[src/rtl/load_store_unit.sv]
// Load/store sequencer between the execute stage and the Memory block.
// Word accesses at odd addresses are split into two byte accesses when UNALIGNED_EN=1.
module load_store_unit #(
  parameter int ADDR_W       = 16,
  parameter bit UNALIGNED_EN = 1'b1
) (
  input  logic              C,
  input  logic              R,
  input  logic              req_valid,
  output logic              req_ready,
  input  logic [2:0]        req_op,
  input  logic [ADDR_W-1:0] req_addr,
  input  logic [15:0]       req_wdata,
  output logic              resp_valid,
  input  logic              resp_ready,
  output logic [15:0]       resp_data,
  output logic              resp_err,
  output logic [ADDR_W-1:0] mem_A,
  output logic [15:0]       mem_WW,
  output logic [7:0]        mem_WB,
  output logic [1:0]        mem_MW,
  input  logic [15:0]       mem_W,
  input  logic [7:0]        mem_B
);

  typedef enum logic [1:0] {IDLE, ACC1, ACC2, RESP} state_t;

  localparam logic [2:0] OP_LW  = 3'b000;
  localparam logic [2:0] OP_LB  = 3'b001;
  localparam logic [2:0] OP_LBU = 3'b010;
  localparam logic [2:0] OP_SW  = 3'b011;
  localparam logic [2:0] OP_SB  = 3'b100;

  localparam logic [1:0] MW_RD = 2'b00;
  localparam logic [1:0] MW_SB = 2'b01;
  localparam logic [1:0] MW_SW = 2'b10;

  localparam logic [ADDR_W-1:0] ONE = {{(ADDR_W-1){1'b0}}, 1'b1};

  state_t              state, state_d;
  logic [2:0]          op_q, op_d;
  logic [ADDR_W-1:0]   addr_q, addr_d, mem_a_d;
  logic [15:0]         wdata_q, wdata_d, ww_d, rdata_d;
  logic [7:0]          wb_d;
  logic [1:0]          mw_d;
  logic                rvalid_d, rerr_d;
  logic                req_word, req_unal;

  assign req_ready = (state == IDLE);
  assign req_word  = (req_op == OP_LW) || (req_op == OP_SW);
  assign req_unal  = req_word && req_addr[0];

  // Next-state and next-register values; mem_MW defaults to read so it can
  // only be non-zero in the cycle that actually drives a store.
  always_comb begin
    // NOTE: every output of this block gets a default first, so no path can infer a latch.
    state_d  = state;
    op_d     = op_q;
    addr_d   = addr_q;
    wdata_d  = wdata_q;
    mem_a_d  = mem_A;
    ww_d     = mem_WW;
    wb_d     = mem_WB;
    mw_d     = MW_RD;
    rvalid_d = resp_valid;
    rdata_d  = resp_data;
    rerr_d   = resp_err;

    unique case (state)
      IDLE: begin
        if (req_valid) begin
          op_d    = req_op;
          addr_d  = req_addr;
          wdata_d = req_wdata;
          rdata_d = 16'h0000;
          if (req_op > OP_SB || (req_unal && !UNALIGNED_EN)) begin
            state_d  = RESP;
            rvalid_d = 1'b1;
            rerr_d   = 1'b1;
          end else begin
            state_d = ACC1;
            rerr_d  = 1'b0;
            mem_a_d = req_addr;
            if (req_op == OP_SW && !req_unal) begin
              mw_d = MW_SW;
              ww_d = req_wdata;
            end else if (req_op == OP_SW || req_op == OP_SB) begin
              mw_d = MW_SB;
              wb_d = req_wdata[7:0];
            end
          end
        end
      end
      ACC1: begin
        state_d  = RESP;
        rvalid_d = 1'b1;
        unique case (op_q)
          OP_LW:   rdata_d = addr_q[0] ? {8'h00, mem_B} : mem_W;
          OP_LB:   rdata_d = {{8{mem_B[7]}}, mem_B};
          OP_LBU:  rdata_d = {8'h00, mem_B};
          default: rdata_d = 16'h0000;
        endcase
        if ((op_q == OP_LW || op_q == OP_SW) && addr_q[0]) begin
          state_d  = ACC2;
          rvalid_d = 1'b0;
          mem_a_d  = addr_q + ONE;
          if (op_q == OP_SW) begin
            mw_d = MW_SB;
            wb_d = wdata_q[15:8];
          end
        end
      end
      ACC2: begin
        state_d  = RESP;
        rvalid_d = 1'b1;
        if (op_q == OP_LW) rdata_d = {mem_B, resp_data[7:0]};
      end
      RESP: begin
        if (resp_ready) begin
          state_d  = IDLE;
          rvalid_d = 1'b0;
        end
      end
      default: state_d = IDLE;
    endcase
  end

  // Reset clears mem_MW asynchronously, so an interrupted store never commits.
  always_ff @(posedge C or negedge R) begin
    if (!R) begin
      state      <= IDLE;
      op_q       <= OP_LW;
      addr_q     <= '0;
      wdata_q    <= 16'h0000;
      mem_A      <= '0;
      mem_WW     <= 16'h0000;
      mem_WB     <= 8'h00;
      mem_MW     <= MW_RD;
      resp_valid <= 1'b0;
      resp_data  <= 16'h0000;
      resp_err   <= 1'b0;
    end else begin
      // NOTE: sequential state uses non-blocking assignments so every register samples pre-edge values.
      state      <= state_d;
      op_q       <= op_d;
      addr_q     <= addr_d;
      wdata_q    <= wdata_d;
      mem_A      <= mem_a_d;
      mem_WW     <= ww_d;
      mem_WB     <= wb_d;
      mem_MW     <= mw_d;
      resp_valid <= rvalid_d;
      resp_data  <= rdata_d;
      resp_err   <= rerr_d;
    end
  end

endmodule

[config.mk]
export PLATFORM = sky130hd
export DESIGN_NAME = load_store_unit
export DESIGN_NICKNAME = d
export VERILOG_FILES = /design/src/rtl/load_store_unit.sv
export SDC_FILE = /design/constraint.sdc
export NUM_CORES = 1
export LEC_CHECK = 0
export ABC_CLOCK_PERIOD_IN_PS = 1810
export BUFFER_PORTS_ARGS = -buffer_cell sky130_fd_sc_hd__buf_2
export CORE_MARGIN = 10
export CORE_UTILIZATION = 47
export DETAILED_ROUTE_END_ITERATION = 7
export GPL_TIMING_DRIVEN = 0
export PLACE_DENSITY = 0.76
export SLEW_MARGIN = 40
export SYNTH_ARGS = -nofsm -noshare
export SYNTH_HDL_FRONTEND = slang
export SYNTH_SLANG_ARGS = --single-unit
[constraint.sdc]
create_clock -name C -period 1.81 [get_ports C]
set_clock_uncertainty 0.15 [all_clocks]
set_input_delay 0.2715 -clock C [delete_from_list [all_inputs] [get_ports C]]
set_output_delay 0.2715 -clock C [all_outputs]
set_load 0.03 [all_outputs]
# Yosys cells after proc, flatten, opt, wreduce, memory -nomap -nowiden
# Index checks and enable logic that the tools add are counted.
[totals] ff_bits=97 in_bits=63 out_inout_bits=61 elab_cells=87
[classes] n_addsub=1 magnitude_cmp=1 eq_ne=17 n_mux=34 bitwise=2 reduce_logical=20
[op_table] op="16-bit two-way mux" count=6
[op_table] op="16-bit one-hot mux with 3 select lines" count=2
[op_table] op="8-bit two-way mux" count=6
[op_table] op="16-bit one-hot mux with 2 select lines" count=1
[op_table] op="16-bit by 1-bit adder with 16-bit output (second input constant)" count=1
[op_table] op="8-bit one-hot mux with 2 select lines" count=1
[op_table] op="2-bit inequality test (second input constant)" count=7
[op_table] op="2-bit two-way mux" count=6
[op_table] op="3-bit by 2-bit equality test with 1-bit output (second input constant)" count=3
[op_table] op="1-bit two-way mux" count=9
[op_table] op="3-bit AND reduction" count=3
[op_table] op="2-bit one-hot mux with 4 select lines" count=1
[op_table] op="4-bit AND reduction" count=2
[op_table] op="7-bit AND reduction" count=1
[op_table] op="3-bit zero test" count=2
[op_table] op="2-bit equality test (second input constant)" count=2
[op_table] op="2-bit by 1-bit inequality test with 1-bit output (second input constant)" count=2
[op_table] op="1-bit one-hot mux with 4 select lines" count=1
[op_table] op="2-bit one-hot mux with 2 select lines" count=1
[op_table] op="2-bit AND reduction" count=2
[op_table] op="3-bit by 1-bit equality test with 1-bit output (second input constant)" count=1
[op_table] op="3-bit equality test (second input constant)" count=1
[op_table] op="3-bit > comparator (second input constant)" count=1
[op_table] op="1-bit logical AND" count=3
[op_table] op="7 further kinds" count=10

# Depth between registers and ports, before layout
[logic_depth] word_depth=9 mapped_depth=8 ltp_nobuf=6

# Worst setup path before layout
# Ideal clock, no wire load.
[synth_timing] path_type="flip-flop to flip-flop" from="register state[0]" to="register mem_WW[10]" setup_ps=128 arrival_ps=2014 t_required_ps=1532 slack_ps=-481 stages_incl_launch_ff=7 n_path_buf=1 synth_period_minus_slack_ps=2291 cell_sequence="dfrtp_1 -> inv_1 -> ha_1 -> nand2_2 -> nor3_4 -> buf_2 -> mux2_1"
[synth_via] elab_chain_cells=2
[synth_lines] element="from (decl)" line="40" rtl="state_t state, state_d;"
[synth_lines] element="from (signal assigned)" line="144" rtl="state <= state_d;"
[synth_lines] element="2-bit zero test"
[synth_lines] element="net req_ready" line="10" rtl="output logic req_ready,"
[synth_lines] element="4-bit AND reduction (no source line)"
[synth_lines] element="to (signal assigned)" line="149" rtl="mem_WW <= ww_d;"
[synth_lines] element="to (decl)" line="19" rtl="output logic [15:0] mem_WW,"
# The timed path passes the listed nets, and every way through them passes these cells.
# A chain may end at the register's enable or synchronous reset.

# Worst setup path after layout
[layout_timing] from="register state[1]" to="register mem_WB[0]"
[layout_via] elab_chain_cells=3 elab_cells_between_ends=11 cone_classes="eq/ne (7); mux (1); reduce/logical (3)"
[layout_lines] element="2-bit by 1-bit equality test with 1-bit output or 2-bit zero test (tied branches)" line="69" rtl="unique case (state)"
[layout_lines] element="2-bit inequality test (no source line) (tied with other cells)"
[layout_lines] element="7-bit AND reduction (no source line)"
[layout_lines] element="to (signal assigned)" line="150" rtl="mem_WB <= wb_d;"
[layout_lines] element="to (decl)" line="20" rtl="output logic [7:0] mem_WB,"
# Several ways; a longest one is shown, not always the timed one.

==> results by group <==
Critical path
  • Crit path kind: flip-flop to flip-flop
  • Slowest stage cell on the critical path: dfrtp_2
  • Worst EP required: 1900 ps
  • Max FO, Critical Path: 10
  • Crit path capture: mem_WB[0]
  • Critical path arrival: 2030 ps
  • Crit start category: flip-flop
  • R2R cell count: 6
  • CP Cell Sequence: inv_4, ha_4, buf_8, o31ai_1, o2bb2ai_4, mux2_1
  • Reg-to-reg slack, setup: -130 ps
  • Crit end category: flip-flop
  • Crit. Startpoint: state[1]
  • FF-to-FF Start: state[1]
  • Worst path max stage delay: 450 ps
  • Worst reg2reg endpoint: mem_WB[0]

Worst hold path
  • Min-Delay Path Depth: 2
  • Worst hold-check path type: primary input to flip-flop
  • Hold_sp: req_addr[6]

Power
  • P_leak: 0.002946 uW
  • Max VDD drop: 1.213 mV
  • Power per cell area: 1962 mW/mm^2

Synth
  • Synth area leader: dfrtp_1
  • Share of synthesized registers carrying an async set or reset: 1.000
  • Post-synth EDFFs: 0
  • Mapped Cells: 381
  • Synth warn: 0
  • Synth top area cells: dfrtp_1 51%, mux2_2 9.0%, mux2_1 7.7%
  • Syn_nets: 450
  • Synth unique cells: 47
  • Synth top area share: 0.5080
  • Seq cells post-synth: 89
  • Most frequent cell after synthesis: dfrtp_1
  • Syn Area/Cell: 11.51 um^2
  • Sequential area share after synthesis: 0.5080
  • List of most frequent post-synthesis cells: 89 x dfrtp_1, 35 x mux2_2, 30 x mux2_1
  • Synthesized cell area: 0.004384 mm^2
  • Ys flop type: dfrtp_1

Clock tree
  • Clock Pin Slew Worst Setup and Hold Paths: 100 ps
  • TritonCTS clock tree: built
  • Root Buffer: clkbuf_8
  • Clock buffer depth: 2
  • Worst-Skew Late Latency: 360 ps
  • Htree depth: 3
  • TritonCTS Sinks: 89
  • Num CTS Buffers: 9

STA
  • Slew Limit Fails: 0
  • Final WS setup: -127.6 ps
  • Final setup TNS: -3707 ps
  • Min Hold Slack: 14.12 ps
  • Fmax achieved: 516.1 MHz
  • Final setup fails: 40
  • RSZ-0062 raised after global routing: true
  • Relative slew slack: 0.7420
  • Min Tclk post-route: 1938 ps
  • Worst-Margin Slew: 383.7 ps
  • Tcrit/Tclk final: 1.070
  • Endpoints failing hold: 0

Placed design
  • PortBufs: 123
  • Final Wtd Congestion: 0.8046
  • DP Wirelength: 9.050 mm
  • Pre-CTS worst setup slack: -351.9 ps

Finish
  • Nets: 633
  • Layout cells sized above 1: 0.5466
  • P&R area growth vs syn: 44.98%
  • N_diodes: 0

Detailed routing
  • # DRC: 0
  • WL/cell: 20.63 um
  • Routed wire length: 14.03 mm
  • First drt pass iteration count: 5
  • Vias: 3946
  • Starting DRT DRC Count: 268
  • Vias/cell: 5.803
  • Antenna-violating nets left: 0

Die
  • Initial Util: 0.4790
  • Die area: 0.01359 mm^2
  • Die Height: 116.6 um
  • Ports: 124
  • Die width: 116.6 um
  • Core Area: 0.009153 mm^2
  • Site Rows: 35

Global routing
  • Aggregate global-route resource usage: 0.1936
  • Total grt overflow: 0
  • Vias in the first global route: 4064
  • Antenna violations before repair: 0
  • First-pass GRT wire length: 20.94 mm
  • Largest net degree at the start of global routing: 64

Job
  • MaxCap Viol Count: 0

Status
  • Violated checks: negative setup slack
  • Status: complete, but fails checks
[critical path, delay by kind of cell, from the launching register on]
kind                     cells  cell delay, ps
AO/OA/AOI/OAI                2             400
adder cells (fa/ha/maj)      1             200
buffers and inverters        2             250
flip-flops                   1             450
multiplexers                 1             360
[cell type report]
type                    instances  area (um^2)
plain buffers                  16        135.1
clock buffers                  11        131.4
clock inverters                 5        65.06
fillers                       596         2796
inverters                       8        35.03
multi-input cells             263         2462
flip-flops and latches         89         2233
well taps                     111        138.9
repair buffers                177         1155
[report_power, final]
group / internal [uW] / switching, uW / leakage (uW)
Clock: 652 / 750 / 0.0000917
Combinational: 3220 / 4170 / 0.00175
Sequential: 2940 / 739 / 0.00110
Total: 6810 / 5660 / 0.00295
[logic make-up (layout without fill, tap and decap cells)]
| group | count (synthesis) | count (layout) | synth area share |
|---|---|---|---|
| AO/OA/AOI/OAI | 99 | 99 | 0.1570 |
| flip-flops | 89 | 89 | 0.5080 |
| AND/OR/NAND/NOR | 84 | 84 | 0.1050 |
| multiplexers | 67 | 67 | 0.1715 |
| buffers and inverters | 29 | 217 | 0.02740 |
| XOR/XNOR | 7 | 7 | 0.01398 |
| adder cells (fa/ha/maj) | 6 | 6 | 0.01712 |
[how the worst min path moves through the flow]
stage                       endpoint  slack, ps
final                      addr_q[6]         10
after global routing      addr_q[14]          6
after CTS                 mem_WW[12]        0.7
after detailed placement   addr_q[7]          5
after global placement     mem_WW[2]        310
after floorplan            addr_q[0]       -170
[through the flow]
step	power (uW)	cells	cell area, um^2	util
floorplan	7742	381	4477	-
global placement	9177	615	5231	0.5716
detailed placement	9378	616	5265	0.5753
CTS	11800	664	6075	0.6637
global route	13160	680	6356	0.6945
finish	12470	680	6356	0.6945
[sequential cells by signal (all words and copies together), names as in the netlist]
signal and flops:
mem_A 16, resp_err 1, resp_valid 1, mem_WB 8, op_q 3, state 2, mem_WW 16, addr_q 16
resp_data 16, mem_MW 2, wdata_q 8
[timing repair]
item | CTS | global route
pin swaps | 37 | 28
endpoints found under the setup margin | 83 | 68
hold buffers | 8 | 3
cloned | 1 | 1
resized for setup | 78 | 40
hold endpoints to repair | 97 | 3
buffers inserted | 24 | 17
[layout by cell type (no fill, tap or decap), types with 3 or more instances in the layout]
cell / count
a22o_1: 8
a21oi_1: 10
nor4_4: 3
clkbuf_1: 3
dlygate4sd3_1: 11
mux2_1: 7
or3_1: 4
inv_1: 6
xnor2_1: 5
nand4_1: 3
o21ai_1: 17
o41ai_2: 4
clkbuf_8: 11
mux2_2: 35
buf_2: 126
and3_1: 3
nand3b_1: 5
dfrtp_2: 5
a22oi_1: 8
nand3_1: 5
a31oi_1: 3
nor2_1: 11
o21ai_2: 4
a221oi_2: 8
o21ai_0: 15
ha_4: 4
nand2_1: 27
dfrtp_1: 84
o211ai_1: 3
o31ai_1: 6
buf_4: 33
buf_6: 12
mux2_4: 23
[layer usage]
metal,track usage,vias to the layer above,part of all wire
li1,-,1782,-
met2,0.3228,173,0.50
met4,0.06343,0,0.018
met1,0.2324,1971,0.40
met5,0,-,0
met3,0.06112,20,0.080
Power figures use the tool's default switching activity.
